## src/rtl/rgu_pkg.sv

```systemverilog
// Shared types and register map for the reset generation unit (RGU) APB requester.
package rgu_pkg;

    localparam int RGU_ADDR_W = 12;
    localparam int RGU_DATA_W = 32;

    typedef enum logic [1:0] {
        IDLE   = 2'd0,
        SETUP  = 2'd1,
        ACCESS = 2'd2,
        RESP   = 2'd3
    } apb_state_t;

    // RGU register offsets (byte addresses, word aligned)
    localparam logic [RGU_ADDR_W-1:0] RGU_GLB                   = 12'h000;
    localparam logic [RGU_ADDR_W-1:0] RGU_RST_STATUS            = 12'h004;
    localparam logic [RGU_ADDR_W-1:0] RGU_TIMER0                = 12'h008;
    localparam logic [RGU_ADDR_W-1:0] RGU_TIMER1                = 12'h00C;
    localparam logic [RGU_ADDR_W-1:0] RGU_SB_SWRST              = 12'h010;
    localparam logic [RGU_ADDR_W-1:0] RGU_DDR_SWRST             = 12'h014;
    localparam logic [RGU_ADDR_W-1:0] RGU_USB0_SWRST            = 12'h018;
    localparam logic [RGU_ADDR_W-1:0] RGU_USB1_SWRST            = 12'h01C;
    localparam logic [RGU_ADDR_W-1:0] RGU_GMAC_SWRST            = 12'h020;
    localparam logic [RGU_ADDR_W-1:0] RGU_SDIO_SWRST            = 12'h024;
    localparam logic [RGU_ADDR_W-1:0] RGU_SPI_SWRST             = 12'h028;
    localparam logic [RGU_ADDR_W-1:0] RGU_I2C_SWRST             = 12'h02C;
    localparam logic [RGU_ADDR_W-1:0] RGU_UART_SWRST            = 12'h030;
    localparam logic [RGU_ADDR_W-1:0] RGU_GPIO_SWRST            = 12'h034;
    localparam logic [RGU_ADDR_W-1:0] RGU_TIMER_SWRST           = 12'h038;
    localparam logic [RGU_ADDR_W-1:0] RGU_WDT_SWRST             = 12'h03C;
    localparam logic [RGU_ADDR_W-1:0] RGU_DMA_SWRST             = 12'h040;
    localparam logic [RGU_ADDR_W-1:0] RGU_CRYPTO_SWRST          = 12'h044;
    localparam logic [RGU_ADDR_W-1:0] RGU_VPU_SWRST             = 12'h048;
    localparam logic [RGU_ADDR_W-1:0] RGU_GPU_SWRST             = 12'h04C;
    localparam logic [RGU_ADDR_W-1:0] RGU_DISP_SWRST            = 12'h050;
    localparam logic [RGU_ADDR_W-1:0] RGU_CAM_SWRST             = 12'h054;
    localparam logic [RGU_ADDR_W-1:0] RGU_AUDIO_SWRST           = 12'h058;
    localparam logic [RGU_ADDR_W-1:0] RGU_PCIE_SWRST            = 12'h05C;
    localparam logic [RGU_ADDR_W-1:0] RGU_CPU_DBG_SWRST         = 12'h060;
    localparam logic [RGU_ADDR_W-1:0] RGU_CPU_PWRUP_LIGHT_SWRST = 12'h064;
    localparam logic [RGU_ADDR_W-1:0] RGU_CPU_PWRUP_HEAVY_SWRST = 12'h068;

endpackage

```

## src/rtl/rgu_apb_master.sv

```systemverilog
// APB3 requester: turns one valid/ready command into one SETUP/ACCESS transfer
// and returns a single-cycle response with read data and error/timeout status.
module rgu_apb_master
    import rgu_pkg::*;
#(
    parameter int ADDR_W  = RGU_ADDR_W,
    parameter int DATA_W  = RGU_DATA_W,
    parameter int TIMEOUT = 64
) (
    input  logic              PCLK,
    input  logic              PRESET,
    input  logic              cmd_valid,
    output logic              cmd_ready,
    input  logic              cmd_write,
    input  logic [ADDR_W-1:0] cmd_addr,
    input  logic [DATA_W-1:0] cmd_wdata,
    output logic              rsp_valid,
    output logic [DATA_W-1:0] rsp_rdata,
    output logic              rsp_err,
    output logic              rsp_timeout,
    output logic [ADDR_W-1:0] PADDR,
    output logic              PWRITE,
    output logic [DATA_W-1:0] PWDATA,
    output logic              PSEL,
    output logic              PENABLE,
    input  logic [DATA_W-1:0] PRDATA,
    input  logic              PREADY,
    input  logic              PSLVERR,
    output logic              busy
);

    localparam int               CNT_W   = (TIMEOUT > 1) ? $clog2(TIMEOUT) : 1;
    localparam logic [CNT_W-1:0] TO_LAST = CNT_W'((TIMEOUT > 0) ? TIMEOUT - 1 : 0);

    apb_state_t       state;
    apb_state_t       state_nxt;
    logic [CNT_W-1:0] to_cnt;
    logic             accept;
    logic             aligned;
    logic             timeout_hit;

    assign cmd_ready   = (state == IDLE) && !PRESET;
    assign busy        = (state != IDLE);
    assign accept      = cmd_valid && cmd_ready;
    assign aligned     = (cmd_addr[1:0] == 2'b00);
    // to_cnt counts earlier stalled ACCESS cycles, so TO_LAST marks the TIMEOUT-th one
    assign timeout_hit = (TIMEOUT > 0) && !PREADY && (to_cnt == TO_LAST);

    // NOTE: clocked state uses non-blocking assignments so every register samples pre-edge values.
    always_ff @(posedge PCLK) begin
        if (PRESET) state <= IDLE;
        else        state <= state_nxt;
    end

    // NOTE: the default assignment first keeps this block free of inferred latches.
    always_comb begin
        state_nxt = state;
        case (state)
            IDLE:    if (accept) state_nxt = aligned ? SETUP : RESP;
            SETUP:   state_nxt = ACCESS;
            ACCESS:  if (PREADY || timeout_hit) state_nxt = RESP;
            RESP:    state_nxt = IDLE;
            default: state_nxt = IDLE;
        endcase
    end

    always_ff @(posedge PCLK) begin
        if (PRESET) begin
            PADDR       <= '0;
            PWRITE      <= 1'b0;
            PWDATA      <= '0;
            PSEL        <= 1'b0;
            PENABLE     <= 1'b0;
            rsp_valid   <= 1'b0;
            rsp_rdata   <= '0;
            rsp_err     <= 1'b0;
            rsp_timeout <= 1'b0;
        end else begin
            rsp_valid <= 1'b0;
            case (state)
                IDLE: begin
                    if (accept && aligned) begin
                        PADDR  <= cmd_addr;
                        PWRITE <= cmd_write;
                        PWDATA <= cmd_wdata;
                        PSEL   <= 1'b1;
                    end else if (accept) begin
                        rsp_valid   <= 1'b1;
                        rsp_err     <= 1'b1;
                        rsp_timeout <= 1'b0;
                        rsp_rdata   <= '0;
                    end
                end
                SETUP: PENABLE <= 1'b1;
                ACCESS: begin
                    // PREADY takes priority over a timeout landing in the same cycle
                    if (PREADY) begin
                        PSEL        <= 1'b0;
                        PENABLE     <= 1'b0;
                        rsp_valid   <= 1'b1;
                        rsp_err     <= PSLVERR;
                        rsp_timeout <= 1'b0;
                        rsp_rdata   <= (!PWRITE && !PSLVERR) ? PRDATA : '0;
                    end else if (timeout_hit) begin
                        PSEL        <= 1'b0;
                        PENABLE     <= 1'b0;
                        rsp_valid   <= 1'b1;
                        rsp_err     <= 1'b1;
                        rsp_timeout <= 1'b1;
                        rsp_rdata   <= '0;
                    end
                end
                default: ;
            endcase
        end
    end

    always_ff @(posedge PCLK) begin
        if (PRESET || state_nxt == SETUP)
            to_cnt <= '0;
        else if ((TIMEOUT > 0) && state == ACCESS && !PREADY && to_cnt != TO_LAST)
            to_cnt <= to_cnt + 1'b1;
    end

endmodule

```

## config.mk

```make
export PLATFORM = sky130hd
export DESIGN_NAME = rgu_apb_master
export DESIGN_NICKNAME = d
export VERILOG_FILES = /design/src/rtl/rgu_pkg.sv /design/src/rtl/rgu_apb_master.sv
export SDC_FILE = /design/constraint.sdc
export NUM_CORES = 1
export LEC_CHECK = 0
export CAP_MARGIN = 20
export CORE_MARGIN = 4
export CORE_UTILIZATION = 44
export CTS_CLUSTER_DIAMETER = 50
export DETAILED_ROUTE_END_ITERATION = 7
export GPL_ROUTABILITY_DRIVEN = 1
export PLACE_DENSITY_LB_ADDON = 0.2
export SETUP_SLACK_MARGIN = 0.2
export SYNTH_ARGS = -nofsm -noshare
export SYNTH_HDL_FRONTEND = slang
export SYNTH_SLANG_ARGS = --single-unit
```

## constraint.sdc

```tcl
create_clock -name PCLK -period 3.84 [get_ports PCLK]
set_input_delay 0.768 -clock PCLK [delete_from_list [all_inputs] [get_ports PCLK]]
set_output_delay 0.768 -clock PCLK [all_outputs]
set_load 0.01 [all_outputs]
```

; Word-level counts from Yosys, hierarchy flattened
; Cells that the tools add are included.
[classes]
add_sub_neg = 1
eq_ne = 10
n_mux = 29
reduce_logical = 22
[ops]
columns = op, n
row1 = $mux 32, 5
row2 = $pmux 32 s2, 1
row3 = $mux 1, 14
row4 = $pmux 1 s2, 5
row5 = $pmux 2 s4, 1
row6 = $logic_and 1x1->1, 7
row7 = $add 6x1->6 const B, 1
row8 = $eq 6x6->1 const B, 1
row9 = $mux 2, 3
row10 = $ne 6x6->1 const B, 1
row11 = $reduce_bool 2->1, 3
row12 = $eq 2x1->1 const B, 2
row13 = $eq 2x2->1 const B, 2
row14 = $logic_not 1->1, 4
row15 = $logic_not 2->1, 2
row16 = $ne 2x2->1 const B, 2
row17 = $reduce_and 2->1, 2
row18 = $reduce_and 4->1, 1
row19 = $ne 3x3->1 const B, 1
row20 = $reduce_and 3->1, 1
row21 = $logic_or 1x1->1, 2
row22 = $ne 2x1->1 const B, 1
[word_totals]
reg_bits = 90
in_bits = 82

; Depth between registers and ports, before layout
; Gate-level depths: netlist of run 1.
[depth]
depth_word = 7
mapped_depth = 8
depth_no_buf = 6

; Least setup slack after synthesis of run 1
; OpenSTA, ideal clock, no wires.
[synth_timing]
path_kind = input port to output port
start = in PRESET
end = out cmd_ready
arrival_time_ns = 1.327
required_ns = 3.072
slack_ns = 1.745
stages = 3
cell_sequence = buf_2 > buf_1 > nor2_1
[synth_via]
elab_chain_len = 2
[synth_lines]
columns = element, line
row1 = from (decl), rgu_apb_master.sv:11  ; input logic PRESET,
row2 = $logic_not 1->1, rgu_apb_master.sv:42  ; assign cmd_ready = (state == IDLE) && !PRESET;
row3 = $logic_and 1x1->1, rgu_apb_master.sv:42
row4 = to (decl), rgu_apb_master.sv:13  ; output logic cmd_ready,
; Every way passes these cells.

; Final worst setup path of run 1
[layout_timing]
start = reg state[0]
end = out cmd_ready
[layout_via]
elab_chain_len = 2
[layout_lines]
columns = element, line
row1 = from (decl), rgu_apb_master.sv:35  ; apb_state_t state;
row2 = from (signal assigned), rgu_apb_master.sv:52  ; else state <= state_nxt;
row3 = $logic_not 2->1, rgu_apb_master.sv:42
row4 = $logic_and 1x1->1, rgu_apb_master.sv:42
; Every way passes these cells.

==> run summary, run 1 <==
• Die Width: 97.4 um
• distinct cell type count of the synthesized netlist: 39
• first-pass GRT wire length: 15700 um
• EDFF count, synth: 0
• core box area: 7730 um^2
• Max Clock Skew: 12.1 ps
• total grt overflow: 0
• Syn Std Cell Area: 3510 um^2
• Port Buffer Count: 165
• number of stages on the worst hold path: 2
• average wire per cell in the routed design: 14.5 um
• CTS buffer count: 9
• router iterations before antenna repair: 4
• buffer cell driving the clock tree root: sky130_fd_sc_hd__clkbuf_8
• Endpoint, Worst Hold: PWDATA[12]
• biggest fanout along the worst timing path: 4
• num ports: 166
• status: finished, final reports clean
• DRC Markers: 0
• clock network latency to the later pin of the worst-skew pair: 360 ps
• most repeated cell in the gate-level netlist after synthesis: sky130_fd_sc_hd__nand2_1
• final count of pins violating max slew: 0
• total length of routed wires: 9780 um
• overall power consumption: 2.32 mW
• post-synthesis average cell area: 8.47 um^2
• buffers inserted during post-CTS setup optimization: 0
• cell count after placement: 661
• kind of start point of the critical path: register
• final cell count without fillers: 676
• Slew HR: 0.586
• total global-route track usage: 0.203
• CTS sink cnt: 90
• capturing element type of the critical path: primary output
• count of antenna-violating nets left after detailed routing: 0
• die area: 9480 um^2
• static leakage: 1.90 nW
• required time of the critical path: 3070 ps
• antenna violations before repair: 0
• maximum frequency from static timing analysis: 0.388 GHz
• starting density of the core: 0.455
• maximum count of clock buffers along a single path: 2
• number of maximum-capacitance violations: 0
• post-synthesis async set-or-reset flop share: 0
• fraction of layout cells with a size suffix above 1: 0.0470
• arrival time reported for the critical path endpoint: 1810 ps
• first-iteration detailed-routing DRC count: 81
• H-tree level count: 3
• slew at the pin closest to its max-slew limit: 621 ps
• number of resized instances in the post-cts repair step: 0
• unrepaired setup endpoints after global routing: false
• sequential cell area fraction in the yosys report: 0.513
• gp weighted congestion: 0.759
• power per cell area: 426 nW/um^2
• post-synthesis sequential element count: 90
• drt via density: 4.96
• pin count of the biggest net entering global routing: 38
• Final nets: 657
• number of synthesis warnings: 0
• via count of the routed design: 3356
• clock tree from TritonCTS: built
• via count of the first global-routing pass: 3278
• worst reg-to-reg path cell count: 6
• post-synthesis to final-layout area growth: 54.8%
• dominant synthesized flop cell: sky130_fd_sc_hd__dfxtp_1
• Min-Delay Path Class: reg -> reg
• post-synth top area share: 0.513
• reg-to-reg slack, setup: 1660 ps
• Worst VDD drop: 262 uV
• Hold Buf Count CTS: 0
• height of the die: 97.4 um
• crit share post-route: 0.672
• final count of negative-setup-slack endpoints: 0
• fill cell instance count of the final layout: 600
• ranking of synthesized cells by area: sky130_fd_sc_hd__dfxtp_1, sky130_fd_sc_hd__nand2_1, sky130_fd_sc_hd__mux2i_1
• min Tclk post-route: 2580 ps
• worst reg2reg endpoint: rsp_rdata[23]
• total inserted antenna cells: 0
• setup TNS: 0 ps
• number of hold violations in the final report: 0
• Cell Rows: 32
• R2R Path Start: state[0]
• cell taking the most area after synthesis: sky130_fd_sc_hd__dfxtp_1
• commonest cells in the netlist: sky130_fd_sc_hd__nand2_1, sky130_fd_sc_hd__dfxtp_1, sky130_fd_sc_hd__a21oi_1
• CTS clock-pin slew for the worst setup and hold paths: 90 ps
• HP Start: PWDATA[12]
• syn nets: 502
• DP Wirelength: 7220 um
• path type of the worst setup path: reg -> out
• instance count of the mapped netlist: 415
worst max path at each step:
| stage | start | to | slack [ps] | cells after the start |
|---|---|---|---|---|
| 2_1_floorplan | PRESET | cmd_ready | 1750 | 3 |
| 3_3_place_gp | cmd_valid | rsp_rdata[29] | 1180 | 5 |
| 3_5_place_dp | cmd_valid | rsp_rdata[17] | 1120 | 5 |
| 4_1_cts | state[0] | cmd_ready | 1240 | 5 |
| 5_1_grt | state[0] | cmd_ready | 1130 | 5 |
| 6_report | state[0] | cmd_ready | 1260 | 5 |
kinds of logic after synthesis:
kind of cell	after synthesis	synth area share
AOI/OAI and AO/OA	69	0.112
xor gates and xnor gates	2	0.00499
adders and majority gates	5	0.0178
DFF	90	0.513
buffers and inverters	33	0.0466
muxes	33	0.0940
and+or+nand+nor	183	0.212
stage by stage:
stage	setup WS [ps]	instance area [um^2]	hold slack, ps	util
detailed placement	1120	5200	448	0.673
global placement	1180	5200	441	0.673
finish	1260	5440	457	0.704
floorplan	1750	3510	454	-
global route	1130	5440	479	0.704
CTS	1240	5440	461	0.704
cell type report:
type | instances | area, um^2 | area share
flip-flops and latches | 90 | 1800 | 0.331
clock buffers | 9 | 124 | 0.0228
repair buffers | 170 | 1680 | 0.310
well taps | 102 | 128 | 0.0235
inverters | 7 | 26.3 | 0.00483
clock inverters | 6 | 115 | 0.0212
multi-input cells | 292 | 1560 | 0.287
power by group:
group / total, mW / internal [mW] / switching [mW] / leakage, nW
registers: 1.01 / 0.978 / 0.0294 / 0.727
clock network: 0.764 / 0.432 / 0.332 / 0.116
logic: 0.545 / 0.272 / 0.273 / 1.06
total: 2.32 / 1.68 / 0.634 / 1.90
cell usage in the layout (no fill, tap or decap), drive strengths merged, types with 2 or more instances in the layout:
cell / count
dfxtp: 90
a21oi: 51
ha: 5
o21ai: 2
nand3b: 2
buf: 6
o22ai: 2
nand3: 3
nand2b: 2
nor2: 8
a31o: 2
and4: 2
clkbuf: 9
nand2: 156
and3: 2
bufinv: 3
nor3: 3
inv: 8
clkdlybuf4s50: 164
a211oi: 2
a21o: 2
mux2i: 33
registers in the layout, summed over array words and instances (netlist names):
signal	cells
PADDR	12
rsp_err	1
PSEL	1
PWRITE	1
PENABLE	1
to_cnt	6
rsp_rdata	32
PWDATA	32
rsp_timeout	1
state	2
rsp_valid	1
per-layer routing:
layer / GRT usage / part of all wire / vias up
li1: - / - / 1668
met5: 0 / 0 / -
met3: 0.0976 / 0.10 / 19
met4: 0.0756 / 0.022 / 0
met1: 0.239 / 0.41 / 1523
met2: 0.322 / 0.46 / 146
critical path, stage by stage, from the launching register on:
cell and delay [ps]:
sky130_fd_sc_hd__dfxtp_1 350, sky130_fd_sc_hd__inv_1 130, sky130_fd_sc_hd__ha_1 230, sky130_fd_sc_hd__inv_1 100, sky130_fd_sc_hd__nor2_1 100, sky130_fd_sc_hd__clkdlybuf4s50_1 540
Note: power is estimated with default switching activity, not from simulation.
==> run 2: changes to the inputs <==
--- a/config.mk
+++ b/config.mk
@@ -7,7 +7,7 @@
 export LEC_CHECK = 0
 export CAP_MARGIN = 20
 export CORE_MARGIN = 4
-export CORE_UTILIZATION = 44
+export CORE_UTILIZATION = 37
 export CTS_CLUSTER_DIAMETER = 50
 export DETAILED_ROUTE_END_ITERATION = 7
 export GPL_ROUTABILITY_DRIVEN = 1
==> constraint.sdc (replaced) <==
create_clock -name PCLK -period 2.25 [get_ports PCLK]
set_input_delay 0.45 -clock PCLK [delete_from_list [all_inputs] [get_ports PCLK]]
set_output_delay 0.45 -clock PCLK [all_outputs]
set_load 0.01 [all_outputs]
==> run 2 against run 1 <==
  * Critical path depth stayed put
  * Largest power group unchanged
  * Flip-flop and latch count stayed put
  * Utilization is 9.5 points lower
  * First-iteration DRC count is 11% higher
  * Clock skew is 0.73 ps higher
  * Critical path type unchanged
  * Setup slack worse by 890 ps
==> run summary, run 2 (synthesized netlist as in run 1, its figures left out) <==
• status: finished, final reports clean, unchanged
• Die Width: 105 um, was 97.4 um
• final count of negative-setup-slack endpoints: 0, unchanged
• via count of the routed design: 3343, was 3356
• Final nets: 672, was 657
• required time of the critical path: 1800 ps, was 3070 ps
• switching part of the total power: 0.299, was 0.274
• antenna violations before repair: 0, unchanged
• total length of routed wires: 9930 um, was 9780 um
• crit share post-route: 0.834
• starting density of the core: 0.380, was 0.455
• crit path cell chain: inv_2 -> ha_4 -> inv_1 -> nor2_1 -> dlygate4sd2_1, was inv_1 -> ha_1 -> inv_1 -> nor2_1 -> clkdlybuf4s50_1
• Gate power share: 0.278, was 0.235
• post-synthesis to final-layout area growth: 60.1%, was 54.8%
• DP Wirelength: 7280 um, was 7220 um
• library cell contributing the largest single delay on the critical path: sky130_fd_sc_hd__dfxtp_2, was sky130_fd_sc_hd__clkdlybuf4s50_1
• commonest non-fill, non-tap cell in the layout: sky130_fd_sc_hd__clkdlybuf4s50_1, unchanged
• cell-internal power: 2.81 mW, was 1.68 mW
• number of hold violations in the final report: 0, unchanged
• pin count of the biggest net entering global routing: 44, was 38
• Worst VDD drop: 432 uV, was 262 uV
• commonest cells after routing, fill and taps aside: sky130_fd_sc_hd__clkdlybuf4s50_1, sky130_fd_sc_hd__nand2_1, sky130_fd_sc_hd__dfxtp_1, unchanged
• core box area: 9240 um^2, was 7730 um^2
• final count of pins violating max slew: 0, unchanged
• maximum frequency from static timing analysis: 0.533 GHz
• path type of the worst setup path: reg -> out, unchanged
• overall power consumption: 4.00 mW, was 2.32 mW
• Min Hold Slack: 363 ps, was 457 ps
• CTS buffer count: 9, unchanged
• CTS clock-pin slew for the worst setup and hold paths: 100 ps, was 90 ps
• Port Buffer Count: 165, unchanged
• Slew HR: 0.628, was 0.586
• die area: 11100 um^2, was 9480 um^2
• gp weighted congestion: 0.850, was 0.759
• maximum count of clock buffers along a single path: 2, unchanged
• switching power summed over all nets: 1.19 mW, was 634 uW
• Cell Rows: 35, was 32
• Min-Delay Path Class: in -> reg, was reg -> reg
• number of maximum-capacitance violations: 0, unchanged
• Max Clock Skew: 12.8 ps, was 12.1 ps
• worst-case setup slack after placement: 99.8 ps, was 1120 ps
• average wire per cell in the routed design: 13.8 um, was 14.5 um
• min Tclk post-route: 1880 ps
• sequential power share: 0.432, was 0.435
• crit-path leading delay family: buffers and inverters, unchanged
• first-pass GRT wire length: 16400 um, was 15700 um
• CTS sink cnt: 90, unchanged
• Crit path buffers/inverters: 3, unchanged
• num ports: 166, unchanged
• buffer cell driving the clock tree root: sky130_fd_sc_hd__clkbuf_8, unchanged
• total inserted antenna cells: 0, unchanged
• first-iteration detailed-routing DRC count: 90, was 81
• biggest fanout along the worst timing path: 4, unchanged
• DRC Markers: 0, unchanged
• clock network latency to the later pin of the worst-skew pair: 360 ps, about the same
• arrival time reported for the critical path endpoint: 1430 ps, was 1810 ps
• Top Registers: PWDATA x32, rsp_rdata x32, PADDR x12, unchanged
• setup TNS: 0 ps, unchanged
• slew at the pin closest to its max-slew limit: 558 ps, was 621 ps
• via count of the first global-routing pass: 3356, was 3278
• clock tree from TritonCTS: built, unchanged
• H-tree level count: 3, unchanged
• slack of the critical path: 373 ps, was 1260 ps
• router iterations before antenna repair: 4, unchanged
• power per cell area: 711 nW/um^2, was 426 nW/um^2
• kind of start point of the critical path: register, unchanged
• unrepaired setup endpoints after global routing: false, unchanged
• static leakage: 1.98 nW, was 1.90 nW
• drt via density: 4.65, was 4.96
• capturing element type of the critical path: primary output, unchanged
• fill cell instance count of the final layout: 814, was 600
• fraction of layout cells with a size suffix above 1: 0.0814, was 0.0470
• total global-route track usage: 0.179, was 0.203
• height of the die: 105 um, was 97.4 um
• total grt overflow: 0, unchanged
• count of antenna-violating nets left after detailed routing: 0, unchanged
• clock power share: 0.291, was 0.330
• reg-to-reg slack, setup: 390 ps, was 1660 ps
• CP max stage delay: 380 ps, was 540 ps
-- run 2: routing by layer --
layer,vias to the layer above,routed length [um],global-route usage
li1,1711,-,-
met4,0,143,0.0600
met5,-,0,0
met1,1496,4390,0.220
met2,124,4360,0.286
met3,12,1040,0.0704
-- run 2: area by class of cell --
cell class                 count  area [um^2]  share of cell area
inverter                       7         26.3             0.00467
tap                          129          161              0.0287
sequential                    90         1800               0.321
clock buffer                   9          124              0.0220
timing repair buffer         185         1860               0.330
multi-input combinational    292         1570               0.279
clock inverter                 7         82.6              0.0147
-- run 2: repair_timing --
item / 4_1_cts / 5_1_grt
hold buffers: 0 / 0
setup buffers: 0 / 4
endpoints found under the setup margin: 2 / 14
cloned: 0 / 0
resized for setup: 8 / 0
-- run 2: per-stage QoR --
| step | instances | area, um^2 | utilization |
|---|---|---|---|
| 5_1_grt | 719 | 5630 | 0.609 |
| 3_5_place_dp | 699 | 5370 | 0.581 |
| 4_1_cts | 715 | 5580 | 0.604 |
| 2_1_floorplan | 415 | 3510 | - |
| 6_report | 719 | 5630 | 0.609 |
| 3_3_place_gp | 699 | 5370 | 0.581 |
-- run 2: path summary, 6_finish.rpt --
path	to	startpoint	cells past startpoint
worst min register to register	PADDR[4]	PADDR[4]	2
worst max-delay path	cmd_ready	state[0]	5
worst max register to register	rsp_rdata[20]	state[0]	7
worst min-delay path	PWDATA[22]	PRESET	2
-- run 2: worst register-to-register path, cell delays in order (launching register included) --
cell	delay (ps)
sky130_fd_sc_hd__dfxtp_2	350
sky130_fd_sc_hd__inv_2	110
sky130_fd_sc_hd__ha_1	240
sky130_fd_sc_hd__inv_1	120
sky130_fd_sc_hd__o22ai_1	290
sky130_fd_sc_hd__and2_4	300
sky130_fd_sc_hd__buf_12	160
sky130_fd_sc_hd__mux2i_1	200
-- run 2: power groups by stage --
stage	sequential, mW	combinational [mW]	clock, mW
finish	1.73	1.11	1.16
global route	1.74	1.20	1.26
floorplan	1.77	0.541	0
detailed placement	1.76	1.04	0
global placement	1.75	1.02	0
CTS	1.73	1.06	1.20
